### config.mk
export PLATFORM = sky130hd
export DESIGN_NAME = muldiv_scheduler
export DESIGN_NICKNAME = d
export VERILOG_FILES = /design/src/rtl/muldiv_scheduler_pkg.sv /design/src/rtl/muldiv_scheduler_lat_counter.sv /design/src/rtl/muldiv_scheduler.sv
export SDC_FILE = /design/constraint.sdc
export NUM_CORES = 1
export LEC_CHECK = 0
export CAP_MARGIN = 10
export CORE_AREA = 2 2 156 158
export DETAILED_ROUTE_END_ITERATION = 10
export DIE_AREA = 0 0 158 160
export GPL_ROUTABILITY_DRIVEN = 0
export GPL_TIMING_DRIVEN = 0
export PLACE_DENSITY = 0.88
export SLEW_MARGIN = 20
export SYNTH_ARGS = -nofsm -noshare
export SYNTH_HDL_FRONTEND = slang
export SYNTH_HIERARCHICAL = 1
export SYNTH_SLANG_ARGS = --single-unit
export TNS_END_PERCENT = 10
### constraint.sdc
create_clock -name clk -period 4.4 [get_ports clk]
set_clock_uncertainty 0.15 [all_clocks]
set_input_delay 1.1 -clock clk [delete_from_list [all_inputs] [get_ports clk]]
set_output_delay 1.1 -clock clk [all_outputs]
set_load 0.005 [all_outputs]
### src/rtl/muldiv_scheduler_pkg.sv
// Shared definitions for the HI/LO multiply/divide scheduler:
// op codes, FSM state encoding and small op-class helpers.
package muldiv_scheduler_pkg;

  localparam logic [2:0] OP_MULT  = 3'd0;
  localparam logic [2:0] OP_MULTU = 3'd1;
  localparam logic [2:0] OP_DIV   = 3'd2;
  localparam logic [2:0] OP_DIVU  = 3'd3;
  localparam logic [2:0] OP_MTHI  = 3'd4;
  localparam logic [2:0] OP_MTLO  = 3'd5;

  typedef enum logic [1:0] {
    ST_IDLE = 2'd0,
    ST_MUL  = 2'd1,
    ST_DIV  = 2'd2,
    ST_HOLD = 2'd3
  } state_e;

  function automatic logic is_mul_op(input logic [2:0] code);
    return (code == OP_MULT) || (code == OP_MULTU);
  endfunction

  function automatic logic is_div_op(input logic [2:0] code);
    return (code == OP_DIV) || (code == OP_DIVU);
  endfunction

  // Signed variants are the even codes of each pair.
  function automatic logic is_signed_op(input logic [2:0] code);
    return (code == OP_MULT) || (code == OP_DIV);
  endfunction

endpackage

### src/rtl/muldiv_scheduler_lat_counter.sv
// Cycle counter that paces the fixed-latency multiplier. Held at zero
// while cleared, counts while enabled, flags the last latency cycle.
module muldiv_lat_counter #(
  parameter int MUL_LAT = 3,
  parameter int W_CNT   = $clog2(MUL_LAT) + 1
) (
  input  logic clk,
  input  logic rst,
  input  logic clr_i,
  input  logic en_i,
  output logic term_o
);

  logic [W_CNT-1:0] cnt_q;

  // Count register: clear wins over enable.
  always_ff @(posedge clk or negedge rst) begin
    if (!rst) begin
      cnt_q <= '0;
    end else if (clr_i) begin
      cnt_q <= '0;
    end else if (en_i) begin
      cnt_q <= cnt_q + W_CNT'(1);
    end
  end

  assign term_o = (cnt_q == W_CNT'(MUL_LAT - 1));

endmodule

### src/rtl/muldiv_scheduler.sv
// HI/LO arithmetic scheduler. Takes one op at a time from EX, drives the
// external pipelined multiplier or iterative divider, and commits the
// result pair into the architectural HI/LO registers once the bus is free.
//
// Handshake: an op transfers on a rising clk edge where op_valid & op_ready
// are both high; op_ready is high only in IDLE, so at most one op is in
// flight. op_done pulses for one cycle on the HI/LO commit of a MULT*/DIV*
// (including a divide by zero, which commits nothing). flush overrides all
// and returns to IDLE without committing.
module muldiv_scheduler
  import muldiv_scheduler_pkg::*;
#(
  parameter int W       = 32,
  parameter int MUL_LAT = 3
) (
  input  logic           clk,
  input  logic           rst,
  input  logic           op_valid,
  input  logic [2:0]     op_code,
  input  logic [W-1:0]   op_a,
  input  logic [W-1:0]   op_b,
  output logic           op_ready,
  input  logic           flush,
  input  logic           is_busbusy,
  input  logic           hilo_rd,
  output logic           stall_req,
  output logic           mul_ce,
  output logic           mul_sign,
  output logic [W-1:0]   mul_a,
  output logic [W-1:0]   mul_b,
  input  logic [2*W-1:0] mul_p,
  output logic           div_start,
  output logic           div_cancel,
  output logic           div_sign,
  output logic [W-1:0]   div_a,
  output logic [W-1:0]   div_b,
  input  logic           div_done,
  input  logic [W-1:0]   div_q,
  input  logic [W-1:0]   div_r,
  output logic [W-1:0]   hi,
  output logic [W-1:0]   lo,
  output logic           op_done,
  output state_e         dbg_state
);

  state_e         state_q;
  logic [W-1:0]   a_q;
  logic [W-1:0]   b_q;
  logic           sign_q;
  logic [2*W-1:0] result_q;
  logic [W-1:0]   hi_q;
  logic [W-1:0]   lo_q;
  logic           mul_ce_q;
  logic           div_start_q;
  logic           div_cancel_q;
  logic           op_done_q;
  logic           cnt_term;

  muldiv_lat_counter #(
    .MUL_LAT (MUL_LAT)
  ) u_lat_counter (
    .clk    (clk),
    .rst    (rst),
    .clr_i  (state_q != ST_MUL),
    .en_i   (state_q == ST_MUL),
    .term_o (cnt_term)
  );

  // Scheduler FSM with all registered outputs; pulses default low each cycle.
  always_ff @(posedge clk or negedge rst) begin
    if (!rst) begin
      state_q      <= ST_IDLE;
      a_q          <= '0;
      b_q          <= '0;
      sign_q       <= 1'b0;
      result_q     <= '0;
      hi_q         <= '0;
      lo_q         <= '0;
      mul_ce_q     <= 1'b0;
      div_start_q  <= 1'b0;
      div_cancel_q <= 1'b0;
      op_done_q    <= 1'b0;
    end else begin
      div_start_q  <= 1'b0;
      div_cancel_q <= 1'b0;
      op_done_q    <= 1'b0;
      if (flush) begin
        // Abort: drop any result, only the divider needs an explicit cancel.
        state_q      <= ST_IDLE;
        mul_ce_q     <= 1'b0;
        div_cancel_q <= (state_q == ST_DIV);
      end else begin
        case (state_q)
          ST_IDLE: begin
            if (op_valid) begin
              if (is_mul_op(op_code)) begin
                a_q      <= op_a;
                b_q      <= op_b;
                sign_q   <= is_signed_op(op_code);
                mul_ce_q <= 1'b1;
                state_q  <= ST_MUL;
              end else if (is_div_op(op_code)) begin
                if (op_b != '0) begin
                  a_q         <= op_a;
                  b_q         <= op_b;
                  sign_q      <= is_signed_op(op_code);
                  div_start_q <= 1'b1;
                  state_q     <= ST_DIV;
                end else begin
                  // Divide by zero: report completion, leave HI/LO alone.
                  op_done_q <= 1'b1;
                end
              end else if (op_code == OP_MTHI) begin
                hi_q <= op_a;
              end else if (op_code == OP_MTLO) begin
                lo_q <= op_a;
              end
            end
          end
          ST_MUL: begin
            if (cnt_term) begin
              result_q <= mul_p;
              mul_ce_q <= 1'b0;
              state_q  <= ST_HOLD;
            end
          end
          ST_DIV: begin
            if (div_done) begin
              result_q <= {div_r, div_q};
              state_q  <= ST_HOLD;
            end
          end
          ST_HOLD: begin
            if (!is_busbusy) begin
              hi_q      <= result_q[2*W-1:W];
              lo_q      <= result_q[W-1:0];
              op_done_q <= 1'b1;
              state_q   <= ST_IDLE;
            end
          end
          default: begin
            state_q <= ST_IDLE;
          end
        endcase
      end
    end
  end

  assign op_ready   = (state_q == ST_IDLE);
  assign stall_req  = (state_q != ST_IDLE) && (op_valid || hilo_rd);
  assign mul_ce     = mul_ce_q;
  assign mul_sign   = sign_q;
  assign mul_a      = a_q;
  assign mul_b      = b_q;
  assign div_start  = div_start_q;
  assign div_cancel = div_cancel_q;
  assign div_sign   = sign_q;
  assign div_a      = a_q;
  assign div_b      = b_q;
  assign hi         = hi_q;
  assign lo         = lo_q;
  assign op_done    = op_done_q;
  assign dbg_state  = state_q;

endmodule

* Yosys cells after proc, flatten, opt, wreduce, memory -nomap -nowiden *
Index checks and enable logic that the tools add are counted.

operators by class
  magnitude comparators = 0
  add/sub/neg operators = 1
  bitwise logic cells = 1
  muxes and demuxes = 55
  div/mod/pow operators = 0
  multiply operators = 0
  shift operators = 0
  eq/ne operators = 26
  reduce and logical (&&, ||, !) cells = 21

operators with widths
  cell                                                              count
  32-bit 2-to-1 mux                                                 17
  64-bit 2-to-1 mux                                                 2
  32-bit one-hot mux with 2 select lines                            2
  64-bit one-hot mux with 2 select lines                            1
  32-bit nonzero test                                               1
  1-bit 2-to-1 mux                                                  20
  2-bit 2-to-1 mux                                                  8
  2-bit != test (second input constant)                             7
  2-bit nonzero test                                                6
  3-bit by 2-bit == test with 1-bit output (second input constant)  3
  3-bit != test (second input constant)                             3
  4-bit by 1-bit != test with 1-bit output (second input constant)  2
  2-bit one-hot mux with 4 select lines                             1
  4-bit AND reduction                                               2
  8-bit AND reduction                                               1
  7-bit AND reduction                                               1
  3-bit == test (second input constant)                             2
  3-bit 2-to-1 mux                                                  2
  2-bit by 1-bit != test with 1-bit output (second input constant)  3
  6-bit AND reduction                                               1
  5-bit AND reduction                                               1
  2-bit == test (second input constant)                             2
  1-bit logical OR                                                  4
  1-bit one-hot mux with 2 select lines                             2
  10 further kinds                                                  10

storage, ports and cells
  output and inout bits = 202
  memory bits (read-only) = 0
  register bits = 202
  latch bits = 0
  memories kept = 0
  bits in writable memories = 0

* Longest topological paths before layout *
Gate-level depths: netlist of the first run.

  depth after elaboration = 7
  gate-level depth with buffers = 9

* By module *
Netlist of the first run, hierarchy kept.

by module, submodules not included
  module              sequential area each (um2)  instances  cells an instance  area an instance (um2)
  muldiv_scheduler    4979.8                      1          804                9504.1
  muldiv_lat_counter  75.1                        1          15                 162.7

* Least setup slack after synthesis of the first run *
OpenSTA, ideal clock, no wires.

  path type = input port to flip-flop
  from = input port op_b[26]
  to = register a_q[20] (netlist: div_a[20])
  arrival time = 2.588 ns
  required time = 4.123 ns
  path buffers = 2
  slack = 1.534 ns
  cell stages on the path = 6
  setup time = 0.127 ns
  cells stage by stage = nor4_1 nand4_1 o311ai_1 buf_4 buf_8 mux2_1

on the way
  cells in the longest elaborated chain, start to end = 3

RTL lines
  what                           line                     RTL
  from (decl)                    muldiv_scheduler.sv:21   input logic [W-1:0] op_b,
  32-bit nonzero test            muldiv_scheduler.sv:103  if (op_b != '0) begin
  2-bit nonzero test (no line)   -
  5-bit AND reduction (no line)  -
  to (signal assigned)           muldiv_scheduler.sv:97   a_q <= op_a;
  to (signal assigned)           muldiv_scheduler.sv:104  a_q <= op_a;
  to (decl)                      muldiv_scheduler.sv:47   logic [W-1:0] a_q;

No other way between the ends.
A chain may end at the register's enable or synchronous reset.

* Worst setup path in the final report of the first run *
  from = register state_q[0] (netlist: dbg_state[0])
  to = output port stall_req

on the way
  cells in the longest elaborated chain, start to end = 2

RTL lines
  what                    line                     RTL
  from (decl)             muldiv_scheduler.sv:46   state_e state_q;
  from (signal assigned)  muldiv_scheduler.sv:72   state_q <= ST_IDLE;
  from (signal assigned)  muldiv_scheduler.sv:89   state_q <= ST_IDLE;
  from (signal assigned)  muldiv_scheduler.sv:101  state_q <= ST_MUL;
  2-bit nonzero test      muldiv_scheduler.sv:150  assign stall_req = (state_q != ST_IDLE) && (op_valid || hilo_rd);
  1-bit logical AND       muldiv_scheduler.sv:150
  to (decl)               muldiv_scheduler.sv:26   output logic stall_req,

No other way between the ends.

==> results.yml, run 1 <==
finish:
  fin_util: 0.628
  fillers: 1869
  area_delta_synth_final_pct: 54.7
  final_nets: 1457
  drive_above_1_share: 0.167
  n_antenna_cell: 0
timing:
  fin_ws_ns: 0.730
  slew_violations: 0
  setup_viol: 0
  fmax_ghz: 0.272
  finalCritPeriodShare: 0.834
  finalCriticalPeriod_ns: 3.67
  rsz0062_at_grt: "false"
  slew_headroom: 0.247
  worstMarginPinSlew_ns: 1.13
  hold_viol: 0
floorplan:
  core_area_mm2: 0.0238
  die_area_mm2: 0.0253
  dieHeight_um: 160
  pin_count: 404
  rows: 57
  start_util: 0.406
  die_x_um: 158
grt:
  grt_pass1_wl_mm: 48.8
  grt_start_max_net_pins: 98
  grt_use_total: 0.253
  grt_antenna_before_repair: 0
  grt_pass1_vias: 8663
  gr-total-overflow: 0
pwr:
  power.total_mw: 10.2
  vdd_ir_drop_max_uv: 373
  power_density_mw_per_mm2: 682
  p_leak_nw: 6.05
clock_network:
  cts_root_buffer: "clkbuf_16"
  insertion_delay_ns: 0.50
  cts.htree.levels: 1
  cts_sinks: 202
  numCtsBuffers: 23
  post-cts-setup-buffer-count: 0
  ctsHoldBuffers: 0
  clkTransAtPathRegs_ns: 0.06
  cts_tree: "yes"
  ctsLongestPathBuffers: 3
  cts_resized: 0
worst_setup_path:
  crit_arrival_ns: 2.42
  worstPathRequired_ns: 3.15
  crit_type: "reg -> out"
  path_max_fanout: 10
  worst_setup_path_end_kind: "primary output"
  start_kind: "register"
synth:
  synth_nets: 1027
  synth_edf_count: 0
  synth_area_mm2: 0.00967
  async_flop_share: 1.00
  synth.yosys.seq_area_share: 0.523
  synth_ff_type: "dfrtp_1"
  ys_ff_latch: 202
  ys_types: 40
  synthCells: 819
  avgSynthCellArea_um2: 11.8
  yosys_warnings: 6
routing:
  viasPerCell: 5.11
  num_vias: 8093
  drcViolationCount: 0
  dr.pass1.iters: 4
  drtIter0Drc: 350
  ant_nets: 0
  routedWlPerCell_um: 20.7
  wl_mm: 32.8
placement:
  place.port_buffers: 403
  dp_slack_ns: 0.159
  post-dp-hpwl_mm: 24.8
status:
  status: "finished, final reports clean"
job:
  cap_violations: 0
worst_hold_path:
  hold_path_class: "in -> async"
-- placed cells by master (no fill, tap or decap), types with 7 or more instances in the layout --
master,synthesis,layout
clkdlybuf4s50_1,0,402
dfrtp_1,202,202
nor2_1,104,104
a21oi_1,102,102
mux2i_1,97,97
mux2_2,77,77
buf_4,66,66
mux2_1,51,51
clkbuf_16,0,23
clkbuf_1,18,20
buf_2,16,16
nor4_1,13,13
buf_1,8,8
inv_1,7,7
clkbuf_8,0,7
-- layer usage --
layer / part of all wire / routed length [um] / GRT usage
met3: 0.068 / 2240 / 0.0480
met2: 0.52 / 16900 / 0.455
met5: 0 / 0 / 0
met1: 0.38 / 12600 / 0.300
met4: 0.031 / 1000 / 0.0893
-- power breakdown --
group | leakage (nW) | switching, mW | internal [mW]
Clock | 0.379 | 0.752 | 1.24
Combinational | 3.32 | 1.88 | 2.95
Sequential | 2.34 | 0.607 | 2.77
Total | 6.05 | 3.24 | 6.96
-- cells by family (layout without fill, tap and decap cells) --
logic type / Yosys count / in the layout / share of synthesized area
DFF: 202 / 202 / 0.523
xor gates and xnor gates: 1 / 1 / 0.000906
buffers and inverters: 120 / 562 / 0.0801
and+or+nand+nor: 149 / 149 / 0.0696
AOI/OAI and AO/OA: 116 / 116 / 0.0691
adders and majority gates: 6 / 6 / 0.00777
muxes: 225 / 225 / 0.250
-- worst max-delay path, stage by stage, from the launching register on --
cell and delay [ns]:
dfrtp_1 0.44, inv_1 0.16, ha_1 0.27, buf_1 0.45, nor2_1 0.13, clkdlybuf4s50_1 0.47
-- per-stage QoR --
stage                     cells  instance area, um^2  TNS (ns)  hold slack [ns]
after CTS                  1585                15000         0            0.244
after global routing       1585                15000         0            0.251
final                      1585                15000         0            0.264
after floorplan             819                 9670         0            0.333
after detailed placement   1548                14200         0            0.338
after global placement     1546                14100  -1283.85            0.323
-- flip-flops by register name, summed over array words and instances (netlist names) --
name	flops
dbg_state	2
div_a	32
div_b	32
div_cancel	1
div_sign	1
div_start	1
hi	32
lo	32
mul_ce	1
op_done	1
result_q	64
u_lat_counter/cnt_q	3
-- layout make-up --
cell class / count / area, um^2 / area share
Tap cell: 324 / 405 / 0.0271
Clock buffer: 32 / 679 / 0.0454
Multi-Input combinational cell: 497 / 3840 / 0.257
Buffer: 113 / 748 / 0.0500
Clock inverter: 5 / 105 / 0.00703
Timing Repair Buffer: 405 / 4090 / 0.274
Sequential cell: 202 / 5050 / 0.338
Inverter: 7 / 26.3 / 0.00176
-- cell usage after synthesis, drive strengths merged, types with 2 or more instances --
library cell | number | area share
or3b | 2 | 0.0018
mux2 | 128 | 0.15
nor2b | 5 | 0.0032
nor3b | 2 | 0.0016
a2111oi | 2 | 0.0057
ha | 6 | 0.0078
nand2 | 3 | 0.0012
buf | 95 | 0.070
and2 | 2 | 0.0013
nand2b | 5 | 0.0032
a21oi | 102 | 0.053
nand3b | 2 | 0.0016
mux2i | 97 | 0.10
or2 | 3 | 0.0019
nor3 | 2 | 0.0010
a21bo | 2 | 0.0021
nor2 | 104 | 0.040
nand3 | 2 | 0.0010
inv | 7 | 0.0027
clkbuf | 18 | 0.0070
dfrtp | 202 | 0.52
nand4 | 2 | 0.0013
nor4 | 13 | 0.0084
o2111ai | 2 | 0.0018
-- worst paths after layout --
check,slack [ns],start,to,cells after the start
setup / recovery,0.73,dbg_state[0],stall_req,5
hold / removal,0.26,rst,div_b[27],1
setup reg to reg,1.19,dbg_state[1],result_q[27],7
hold reg to reg,0.35,hi[6],hi[6],1
max in group asynchronous,3.11,rst,result_q[56],2
min in group clk,0.35,hi[6],hi[6],1
(Power assumes the default switching activity.)
==> run 2: changes to the inputs <==
--- a/config.mk
+++ b/config.mk
@@ -6,12 +6,12 @@
 export NUM_CORES = 1
 export LEC_CHECK = 0
 export CAP_MARGIN = 10
-export CORE_AREA = 2 2 156 158
+export CORE_AREA = 2 2 158 160
 export DETAILED_ROUTE_END_ITERATION = 10
-export DIE_AREA = 0 0 158 160
+export DIE_AREA = 0 0 160 162
 export GPL_ROUTABILITY_DRIVEN = 0
 export GPL_TIMING_DRIVEN = 0
-export PLACE_DENSITY = 0.88
+export PLACE_DENSITY = 0.87
 export SLEW_MARGIN = 20
 export SYNTH_ARGS = -nofsm -noshare
 export SYNTH_HDL_FRONTEND = slang
==> constraint.sdc (replaced) <==
create_clock -name clk -period 3.47 [get_ports clk]
set_clock_uncertainty 0.15 [all_clocks]
set_input_delay 0.8675 -clock clk [delete_from_list [all_inputs] [get_ports clk]]
set_output_delay 0.8675 -clock clk [all_outputs]
set_load 0.005 [all_outputs]
==> results.yml, run 2 (synthesized netlist as in run 1, its figures left out) <==
status:
  status: "finished, final reports clean"
finish:
  fin_util: 0.620
  layout_common_cells: "402 x clkdlybuf4s50_1, 202 x dfrtp_1, 104 x nor2_1"
  final_cells: 1590
  final_nets: 1456
  fin_area_mm2: 0.0149
  final_common_cell: "clkdlybuf4s50_1"
  multi_input_area_mm2: 0.00384
  fillers: 1952
  drive_above_1_share: 0.166
  largest_register_ff_count: 64
  seq_area_mm2: 0.00505
  regMostFlops: "result_q"
  area_delta_synth_final_pct: 54.5
grt:
  grt_pass1_vias: 8524
  grt_pass1_wl_mm: 49.1
  grt_start_max_net_pins: 96
  grt_use_total: 0.246
  gr-total-overflow: 0
  grt_antenna_before_repair: 2
timing:
  tns_ns: 0
  finalCriticalPeriod_ns: 3.27
  fin_hold_ws_ns: 0.0333
  slew_violations: 0
  hold_viol: 0
  finalCritPeriodShare: 0.944
  slew_headroom: 0.288
  fin_ws_ns: 0.196
  setup_viol: 0
  rsz0062_at_grt: "false"
  fmax_ghz: 0.305
  worstMarginPinSlew_ns: 1.07
placement:
  dpl_cell_area_mm2: 0.0142
  place.port_buffers: 403
  place_inst: 1548
  post-dp-hpwl_mm: 24.9
  dp_slack_ns: -0.558
worst_setup_path:
  path_max_fanout: 10
  crit-reg2reg-launch: "dbg_state[0]"
  crit_path_max_incr_delay_ns: 0.52
  worstPathRequired_ns: 2.45
  crit_chain: "inv_1, ha_1, clkbuf_2, nor2_1, clkdlybuf4s50_1"
  crit_arrival_ns: 2.26
  worst_setup_path_end_kind: "primary output"
  critPathLaunch: "dbg_state[0]"
  start_kind: "register"
  crit_type: "reg -> out"
  cp_slowest_cell: "clkdlybuf4s50_1"
clock_network:
  cts.htree.levels: 1
  cts_tree: "yes"
  cts_resized: 1
  numCtsBuffers: 22
  ctsLongestPathBuffers: 3
  cts_sinks: 202
  cts_root_buffer: "clkbuf_16"
  post-cts-setup-buffer-count: 0
  insertion_delay_ns: 0.50
  ctsHoldBuffers: 0
  clkTransAtPathRegs_ns: 0.06
pwr:
  vdd_ir_drop_max_uv: 523
  power.total_mw: 12.8
  power_density_mw_per_mm2: 859
  p_leak_nw: 6.04
floorplan:
  pin_count: 404
  start_util: 0.401
  rows: 57
  die_area_mm2: 0.0259
  dieHeight_um: 162
  die_x_um: 160
  core_area_mm2: 0.0241
routing:
  drtIter0Drc: 315
  num_vias: 8027
  drcViolationCount: 0
  wl_mm: 32.7
  viasPerCell: 5.05
  ant_nets: 0
  dr.pass1.iters: 5
  routedWlPerCell_um: 20.5
worst_hold_path:
  hold_path_class: "in -> async"
job:
  cap_violations: 0
==> run 2: cell types whose count changed in the layout (fill, tap and decap cells not counted), sizes merged <==
cell      before  now
clkbuf        50   54
buf           98   97
inv            7    8
clkinvlp       2    1
bufinv         3    2
clkinv         0    1
diode          0    2
==> run 2: per-layer routing <==
| metal | share of wire | vias up | track usage |
|---|---|---|---|
| li1 | - | 3666 | - |
| met1 | 0.38 | 3973 | 0.284 |
| met2 | 0.53 | 337 | 0.461 |
| met3 | 0.061 | 51 | 0.0495 |
| met4 | 0.027 | 0 | 0.0713 |
| met5 | 0 | - | 0 |
==> run 2: where the power goes <==
part | internal, mW | total [mW] | switching [mW] | leakage [nW]
Sequential | 3.52 | 4.28 | 0.762 | 2.34
Clock | 1.48 | 2.44 | 0.964 | 0.366
Combinational | 3.74 | 6.11 | 2.37 | 3.33
Total | 8.73 | 12.8 | 4.09 | 6.04
==> run 2: cell type report <==
class | count | share of cell area
sequential | 202 | 0.338
timing repair buffer | 405 | 0.274
multi-input combinational | 497 | 0.257
buffer | 113 | 0.0502
clock buffer | 35 | 0.0449
tap | 324 | 0.0271
clock inverter | 5 | 0.00586
inverter | 7 | 0.00176
antenna | 2 | 0.000335
==> run 2: final timing paths <==
path,to,slack [ns],depth (start not counted)
min,div_a[15],0.03,1
min reg2reg,hi[5],0.34,1
max reg2reg,result_q[10],0.32,8
max in group asynchronous,div_b[2],2.41,2
max,stall_req,0.20,5
min in group clk,hi[5],0.34,1
==> run 2: critical path: cells and delay by family (launching register included) <==
kind | cells | cell delay, ns
adders and majority gates | 1 | 0.27
buffers and inverters | 3 | 0.89
DFF | 1 | 0.45
and+or+nand+nor | 1 | 0.15
